===== src/rtl/vr16_pkg.sv =====
// vr16_pkg: shared sizes and index constants for the vr16 GPR writeback path.
package vr16_pkg;
    localparam int DATA_W = 16;
    localparam int NREGS  = 4;
    localparam int REG_AW = 2;
    localparam logic [REG_AW-1:0] REG_A = 2'd0;
    localparam logic [REG_AW-1:0] REG_B = 2'd1;
    localparam logic [REG_AW-1:0] REG_C = 2'd2;
    localparam logic [REG_AW-1:0] REG_D = 2'd3;
    localparam int WB_ALU  = 0;
    localparam int WB_LOAD = 1;
    localparam int WB_IMM  = 2;
endpackage


===== src/rtl/gpr_write_arbiter_if.sv =====
// gpr_wb_if: writeback requests, reservations and the GPR write port.
interface gpr_wb_if #(
    parameter int NREQ   = 3,
    parameter int DATA_W = vr16_pkg::DATA_W,
    parameter int NREGS  = vr16_pkg::NREGS,
    parameter int REG_AW = vr16_pkg::REG_AW
);
    logic [NREQ-1:0]        req_valid;
    logic [NREQ*REG_AW-1:0] req_reg;
    logic [NREQ*DATA_W-1:0] req_data;
    logic [NREQ-1:0]        req_ready;
    logic                   rsv_valid;
    logic [REG_AW-1:0]      rsv_reg;
    logic                   rsv_ready;
    logic [NREGS-1:0]       busy;
    logic                   write_enable;
    logic [REG_AW-1:0]      select_reg;
    logic [DATA_W-1:0]      gpr_data;
    modport master (
        output req_valid, req_reg, req_data, rsv_valid, rsv_reg,
        input  req_ready, rsv_ready, busy, write_enable, select_reg, gpr_data
    );
    modport slave (
        input  req_valid, req_reg, req_data, rsv_valid, rsv_reg,
        output req_ready, rsv_ready, busy, write_enable, select_reg, gpr_data
    );
endinterface


===== src/rtl/gpr_write_arbiter_pick.sv =====
// gpr_wb_pick: one-hot picker; the first valid index at or after pointer wins.
module gpr_wb_pick #(
    parameter int N  = 3,
    parameter int IW = 2
) (
    input  logic [N-1:0]  valid,
    input  logic [IW-1:0] pointer,
    output logic [N-1:0]  grant,
    output logic [IW-1:0] index
);
    always_comb begin
        int j;
        j = 0;
        grant = '0;
        index = '0;
        // walk from lowest to highest priority so the last hit is the winner
        for (int k = N - 1; k >= 0; k--) begin
            j = (int'(pointer) + k) % N;
            if (valid[j]) begin
                grant    = '0;
                grant[j] = 1'b1;
                index    = IW'(j);
            end
        end
    end
endmodule


===== src/rtl/gpr_write_arbiter.sv =====
// gpr_write_arbiter: shares the GPR write port among writeback requesters and keeps a busy scoreboard.
// Define GPR_ARB_RR_EN for round-robin arbitration; otherwise the lowest valid index wins.
module gpr_write_arbiter #(
    parameter int NREQ   = 3,
    parameter int DATA_W = vr16_pkg::DATA_W,
    parameter int NREGS  = vr16_pkg::NREGS,
    parameter int REG_AW = vr16_pkg::REG_AW
) (
    input logic     clk,
    input logic     reset,
    gpr_wb_if.slave bus
);
    localparam int IW = (NREQ > 1) ? $clog2(NREQ) : 1;
    logic [NREQ-1:0]   grant;
    logic [IW-1:0]     ptr;
    logic [IW-1:0]     idx;
    logic              we;
    logic [REG_AW-1:0] sel;
    logic [DATA_W-1:0] data;
    logic [NREGS-1:0]  busy;
    logic [NREGS-1:0]  set_mask;
    logic [NREGS-1:0]  clr_mask;
    gpr_wb_pick #(.N(NREQ), .IW(IW)) u_pick (
        .valid  (bus.req_valid),
        .pointer(ptr),
        .grant  (grant),
        .index  (idx)
    );
`ifdef GPR_ARB_RR_EN
    always_ff @(posedge clk or posedge reset) begin
        if (reset) ptr <= '0;
        else if (|grant) ptr <= (int'(idx) == NREQ - 1) ? '0 : idx + 1'b1;
    end
`else
    assign ptr = '0;
`endif
    assign bus.req_ready = reset ? '0 : grant;
    assign bus.rsv_ready = ~reset & ~busy[bus.rsv_reg];
    // the clear lands on the same edge gp_registers captures the write
    always_comb begin
        set_mask = (bus.rsv_valid && bus.rsv_ready) ? NREGS'(1) << bus.rsv_reg : '0;
        clr_mask = we ? NREGS'(1) << sel : '0;
    end
    always_ff @(posedge clk or posedge reset) begin
        if (reset) begin
            we   <= 1'b0;
            sel  <= '0;
            data <= '0;
            busy <= '0;
        end else begin
            we   <= |grant;
            busy <= (busy & ~clr_mask) | set_mask;
            if (|grant) begin
                sel  <= bus.req_reg[idx*REG_AW +: REG_AW];
                data <= bus.req_data[idx*DATA_W +: DATA_W];
            end
        end
    end
    assign bus.write_enable = we;
    assign bus.select_reg   = sel;
    assign bus.gpr_data     = data;
    assign bus.busy         = busy;
endmodule


===== src/flat_wrapper.sv =====
// flat-port wrapper written by rule: the top's interface ports become plain ports
module gpr_write_arbiter_flat 
#(
    parameter int NREQ   = 3,
    parameter int DATA_W = vr16_pkg::DATA_W,
    parameter int NREGS  = vr16_pkg::NREGS,
    parameter int REG_AW = vr16_pkg::REG_AW
)
  (clk, reset, bus_req_valid, bus_req_reg, bus_req_data, bus_rsv_valid, bus_rsv_reg, bus_req_ready, bus_rsv_ready, bus_busy, bus_write_enable, bus_select_reg, bus_gpr_data);
  gpr_wb_if #(.NREQ(NREQ), .DATA_W(DATA_W), .NREGS(NREGS), .REG_AW(REG_AW)) bus_i ();
  input logic clk;
  input logic reset;
  input wire logic [$bits(bus_i.req_valid)-1:0] bus_req_valid;
  input wire logic [$bits(bus_i.req_reg)-1:0] bus_req_reg;
  input wire logic [$bits(bus_i.req_data)-1:0] bus_req_data;
  input wire logic [$bits(bus_i.rsv_valid)-1:0] bus_rsv_valid;
  input wire logic [$bits(bus_i.rsv_reg)-1:0] bus_rsv_reg;
  output wire logic [$bits(bus_i.req_ready)-1:0] bus_req_ready;
  output wire logic [$bits(bus_i.rsv_ready)-1:0] bus_rsv_ready;
  output wire logic [$bits(bus_i.busy)-1:0] bus_busy;
  output wire logic [$bits(bus_i.write_enable)-1:0] bus_write_enable;
  output wire logic [$bits(bus_i.select_reg)-1:0] bus_select_reg;
  output wire logic [$bits(bus_i.gpr_data)-1:0] bus_gpr_data;
  assign bus_i.req_valid = bus_req_valid;
  assign bus_i.req_reg = bus_req_reg;
  assign bus_i.req_data = bus_req_data;
  assign bus_i.rsv_valid = bus_rsv_valid;
  assign bus_i.rsv_reg = bus_rsv_reg;
  assign bus_req_ready = bus_i.req_ready;
  assign bus_rsv_ready = bus_i.rsv_ready;
  assign bus_busy = bus_i.busy;
  assign bus_write_enable = bus_i.write_enable;
  assign bus_select_reg = bus_i.select_reg;
  assign bus_gpr_data = bus_i.gpr_data;
  gpr_write_arbiter #(.NREQ(NREQ), .DATA_W(DATA_W), .NREGS(NREGS), .REG_AW(REG_AW)) u_core (.clk(clk), .reset(reset), .bus(bus_i));
endmodule

===== config.mk =====
export PLATFORM = sky130hd
export DESIGN_NAME = gpr_write_arbiter_flat
export DESIGN_NICKNAME = d
export VERILOG_FILES = /design/src/rtl/vr16_pkg.sv /design/src/rtl/gpr_write_arbiter_if.sv /design/src/rtl/gpr_write_arbiter_pick.sv /design/src/rtl/gpr_write_arbiter.sv /design/src/flat_wrapper.sv
export SDC_FILE = /design/constraint.sdc
export NUM_CORES = 1
export LEC_CHECK = 0
export CAP_MARGIN = 15
export CORE_MARGIN = 1.5
export CORE_UTILIZATION = 31
export CTS_CLUSTER_DIAMETER = 80
export DETAILED_ROUTE_END_ITERATION = 10
export PLACE_DENSITY = 0.76
export SYNTH_ARGS = -nofsm -noshare
export SYNTH_HDL_FRONTEND = slang
export SYNTH_SLANG_ARGS = --single-unit

===== constraint.sdc =====
create_clock -name clk -period 1 [get_ports clk]
set_input_delay 0.2 -clock clk [delete_from_list [all_inputs] [get_ports clk]]
set_output_delay 0.2 -clock clk [all_outputs]
set_load 0.02 [all_outputs]

# Word level (Yosys, flattened, before mapping)
# Index checks and enable logic that the tools add are counted.
[totals] regBits=23 inputBits=62 output_inout_bits=27 wordCells=28
[classes] order_cmp=1 n_shift=4 muxes=11 bitwise=6 reduce_logical=2
[ops] cell="48-bit by 7-bit indexed part select with 16-bit output" n=1
[ops] cell="3-bit 2-to-1 mux" n=4
[ops] cell="4-bit 2-to-1 mux" n=2
[ops] cell="1-bit by 2-bit left shift with 4-bit output (first input constant)" n=2
[ops] cell="2-bit 2-to-1 mux" n=3
[ops] cell="6-bit by 4-bit indexed part select with 2-bit output" n=1
[ops] cell="4-bit AND" n=1
[ops] cell="4-bit NOT" n=1
[ops] cell="4-bit OR" n=1
[ops] cell="2-bit by 3-bit less-than comparator with 1-bit output (second input constant)" n=1
[ops] cell="3-bit OR reduction" n=1
[ops] cell="1-bit binary-select mux with 2-bit select" n=1
[ops] cell="1-bit NOT" n=2
[ops] cell="1-bit AND" n=1
[ops] cell="1-bit logical AND" n=1
[ops] cell="1-bit 2-to-1 mux" n=1

# Logic depth before layout (Yosys ltp)
[depth] word_depth=7 ltp_mapped=5 depth_no_buf=3

# Modules after synthesis
# From an unflattened synthesis, not the netlist that was laid out.
[unflattened] hier_cells=187 area_unflattened_um2=1637.8
[modules_own_cells] module="gpr_write_arbiter" instances=1 cells_each=145 area_each_um2=1350.0 seq_area_each_um2=575.6
[modules_own_cells] module="gpr_wb_pick" instances=1 cells_each=42 area_each_um2=287.8 seq_area_each_um2=0.0

# Worst setup path before layout
# Ideal clock, no wire load.
[synth_path] kind="flip-flop to output port" start="register u_core.busy[3] (netlist: u_core.bus.busy[3])" end="output port bus_rsv_ready" arrival_ns=1.229 t_required_ns=0.800 setup_slack_ns=-0.429 stages_incl_launch_ff=3 path_buffers=0 cell_sequence="dfrtp_1 mux4_2 nor2_1"
[synth_between] elab_chain_cells=4
[synth_lines] item="start, declared" line="gpr_write_arbiter.sv:20" rtl="logic [NREGS-1:0] busy;"
[synth_lines] item="start signal, assigned" line="gpr_write_arbiter.sv:52" rtl="busy <= (busy & ~clr_mask) | set_mask;"
[synth_lines] item="1-bit binary-select mux with 2-bit select" line="gpr_write_arbiter.sv:38" rtl="assign bus.rsv_ready = ~reset & ~busy[bus.rsv_reg];"
[synth_lines] item="1-bit 2-to-1 mux (not written as such)" line="gpr_write_arbiter.sv:38"
[synth_lines] item="1-bit NOT" line="gpr_write_arbiter.sv:38"
[synth_lines] item="1-bit AND" line="gpr_write_arbiter.sv:38"
[synth_lines] item="end, declared" line="flat_wrapper.sv:19" rtl="output wire logic [$bits(bus_i.rsv_ready)-1:0] bus_rsv_ready;"
# No other way between the ends. The select of a mux whose other input is x is not followed.

# Final worst setup path
[layout_path] start="register u_core.busy[2] (netlist: u_core.bus.busy[2])" end="output port bus_rsv_ready"
# The elaborated chain is that of the path after synthesis.

==> results.json <==
{
  "switching_power_mw": 1.21,
  "holdWs_ns": 0.214,
  "r2r_start": "u_core.bus.busy[3]",
  "yosysTopAreaCellShare": 0.460,
  "syn_area_mm2": 0.00125,
  "r2r_cells": 4,
  "grt_pass1_wl_um": 6580,
  "async_flop_share": 1.00,
  "synth-compound-area-share": 0.395,
  "ir_drop_v": 0.000613,
  "dpl_cell_area_mm2": 0.00237,
  "hold_viol_final": 0,
  "place_ws_ns": -1.21,
  "wl_per_cell_um": 16.7,
  "yosys.area_share.simple": 0.0581,
  "ys_top_cells_by_count": "26 x a22oi_1, 23 x dfrtp_1, 9 x a22oi_2, 9 x o21ai_2, 8 x o21ai_0",
  "clkSinkCount": 23,
  "synth_top_family_by_area": "compound AO/OA/AOI/OAI gates",
  "powerDensity_mw_per_mm2": 1420,
  "pwr-share-seq": 0.331,
  "r2r-end": "u_core.bus.busy[3]",
  "htree_levels": 1,
  "hpwl_um": 3290,
  "cp-end-kind": "output pin",
  "syn-instance-count": 108,
  "dr_total_vias": 1385,
  "nets": 290,
  "grt_overflow": 0,
  "syn_to_final_growth_pct": 108,
  "tightest_slew_ns": 0.305,
  "fin_tns_setup_ns": -1.44,
  "startpoint_type": "register",
  "antenna_cells": 0,
  "io_buffers": 88,
  "io_pins": 89,
  "cts_hold_buf": 0,
  "yosysMostFrequentCell": "a22oi_1",
  "cp_max_fo": 2,
  "route.met2.wl_um": 2350,
  "period_share": 1.62,
  "slowest_stage": "mux4_2",
  "drt_pass1_iterations": 4,
  "gr-usage-all-layers": 0.202,
  "synthXorXnorAreaFrac": 0,
  "combPwrFrac": 0.506,
  "final_cell_area_mm2": 0.00260,
  "layout-drive-gt1-share": 0.485,
  "dieArea_mm2": 0.00442,
  "reg2reg_slack_ns": 0,
  "slew_headroom": 0.797,
  "clock_power_share": 0.163,
  "max_clock_freq_ghz": 0.616,
  "cts_max_path_buffers": 2,
  "p_sw_frac": 0.328,
  "final_cell_count_no_fill": 275,
  "intPower_mw": 2.47,
  "outcome": "finished, violations left",
  "ys_types": 21,
  "crit_end": "bus_rsv_ready",
  "worstPathRequired_ns": 0.80,
  "yosys.area.top_type": "dfrtp_1",
  "finalClockSkew_ns": 0.00152,
  "setup_viol": 19,
  "rows": 22,
  "initialDrtViolationCount": 37,
  "met1_length_um": 1920,
  "wl_um": 4590,
  "hold_class": "in -> async",
  "synth_edf_count": 0,
  "dp_cells": 262,
  "synth_seq_cells": 23,
  "grt_pass1_vias": 1371,
  "crit_start": "u_core.bus.busy[2]",
  "cpPeakStageDelay_ns": 0.50,
  "setup_ws_ns": -0.623,
  "die_h_um": 66.5,
  "drc": 0,
  "wl_met3_um": 259,
  "cp_num_buf_inv": 1,
  "initial_core_util": 0.331,
  "die-width_um": 66.5,
  "cts.clk_slew.worst_paths_ns": 0.09,
  "synthMuxAreaShare": 0.0180,
  "design.core.area_mm2": 0.00377,
  "top_layer_used": "met4",
  "grt_max_degree": 24,
  "crit_family": "multiplexers",
  "slew_violations": 0,
  "avgViaCountPerCell": 5.04,
  "fillCellCount": 274,
  "cts_inserted_buffers": 3,
  "leakage_nw": 1.09,
  "synth_area_leaders": "dfrtp_1 46%, a22oi_1 16%, a22oi_2 9.0%",
  "finalCriticalPeriod_ns": 1.62,
  "rsz0062_at_grt": "yes",
  "avgSynthCellArea_um2": 11.6,
  "worstSetupPathType": "reg -> out",
  "ys.flop_type": "dfrtp_1",
  "cts_root_buffer": "clkbuf_8",
  "cp.arrival_ns": 1.42,
  "cap_viol_max_count": 0,
  "gp_congestion": 0.755,
  "largest_register_ffs": 16,
  "path_cells": "mux4_2, nor2_4, buf_6",
  "drtAntennaViolNets": 0,
  "clock_latency_ns": 0.27,
  "cp.depth": 3,
  "ys_warn_count": 0,
  "syn-num-nets": 170,
  "violations": "setup timing",
  "ys_seq_area_frac": 0.460,
  "synthAdderAreaFrac": 0,
  "antenna_found_initial": 0,
  "cts_tree": "built"
}
layout make-up:
cell class / count / area [µm²] / area share
well taps: 48 / 60.1 / 0.0231
clock inverters: 1 / 5.00 / 0.00193
repair buffers: 124 / 1210 / 0.465
inverters: 4 / 18.8 / 0.00723
flip-flops and latches: 23 / 581 / 0.224
clock buffers: 3 / 41.3 / 0.0159
multi-input cells: 72 / 683 / 0.263
worst min-delay path, cell delays in order:
cell,delay (ns)
buf_2,0.12
buf_4,0.16
clkinvlp_4,0.09
buf_4,0.31
power by group through the flow:
| stage | combinational, mW | sequential [mW] | clock, mW |
|---|---|---|---|
| after global placement | 1.48 | 1.18 | 0 |
| final | 1.86 | 1.22 | 0.599 |
| after CTS | 1.59 | 1.20 | 0.605 |
| after floorplan | 0.400 | 1.42 | 0 |
| after detailed placement | 1.51 | 1.20 | 0 |
| after global routing | 1.98 | 1.23 | 0.656 |
kinds of logic (layout without fill, tap and decap cells):
logic type	count (synthesis)	in the layout
AOI/OAI and AO/OA	62	62
DFF	23	23
buffers and inverters	13	132
and+or+nand+nor	9	9
muxes	1	1
cell usage in the layout, fill, tap and decap left out, drive strengths merged:
cell type	count
clkdlybuf4s50	54
dlymetal6s2s	1
inv	3
nor3	1
dfrtp	23
and3b	1
nor2	1
a22oi	35
buf	67
clkbuf	3
o21ai	18
a21oi	3
nor3b	3
a41oi	4
clkinvlp	1
clkinv	1
a31oi	2
mux4	1
nor2b	3
dlygate4sd2	2
metal layers:
layer	vias up	track usage
met5	-	0
met1	645	0.255
met2	63	0.356
met3	6	0.0253
met4	0	0.0612
li1	671	-
worst min path at each step:
stage                                          end  slack (ns)  cells after the start
after floorplan             u_core.bus.gpr_data[0]        0.08                      1
after global placement      u_core.bus.gpr_data[7]        0.49                      2
after detailed placement    u_core.bus.gpr_data[6]        0.50                      2
after CTS                 u_core.bus.select_reg[1]        0.19                      4
after global routing      u_core.bus.select_reg[1]        0.25                      4
final                     u_core.bus.select_reg[1]        0.21                      4
through the flow:
stage,utilization,power [mW]
after CTS,0.657,3.39
after detailed placement,0.628,2.71
final,0.689,3.68
after global placement,0.628,2.66
after global routing,0.689,3.86
after floorplan,-,1.82
timing repair:
item | in CTS | in global routing
buffers inserted | 5 | 7
pin swaps | 2 | 4
gates resized for setup | 177 | 22
gates cloned | 0 | 0
endpoints found under the setup margin | 50 | 32
(Power assumes the default switching activity.)
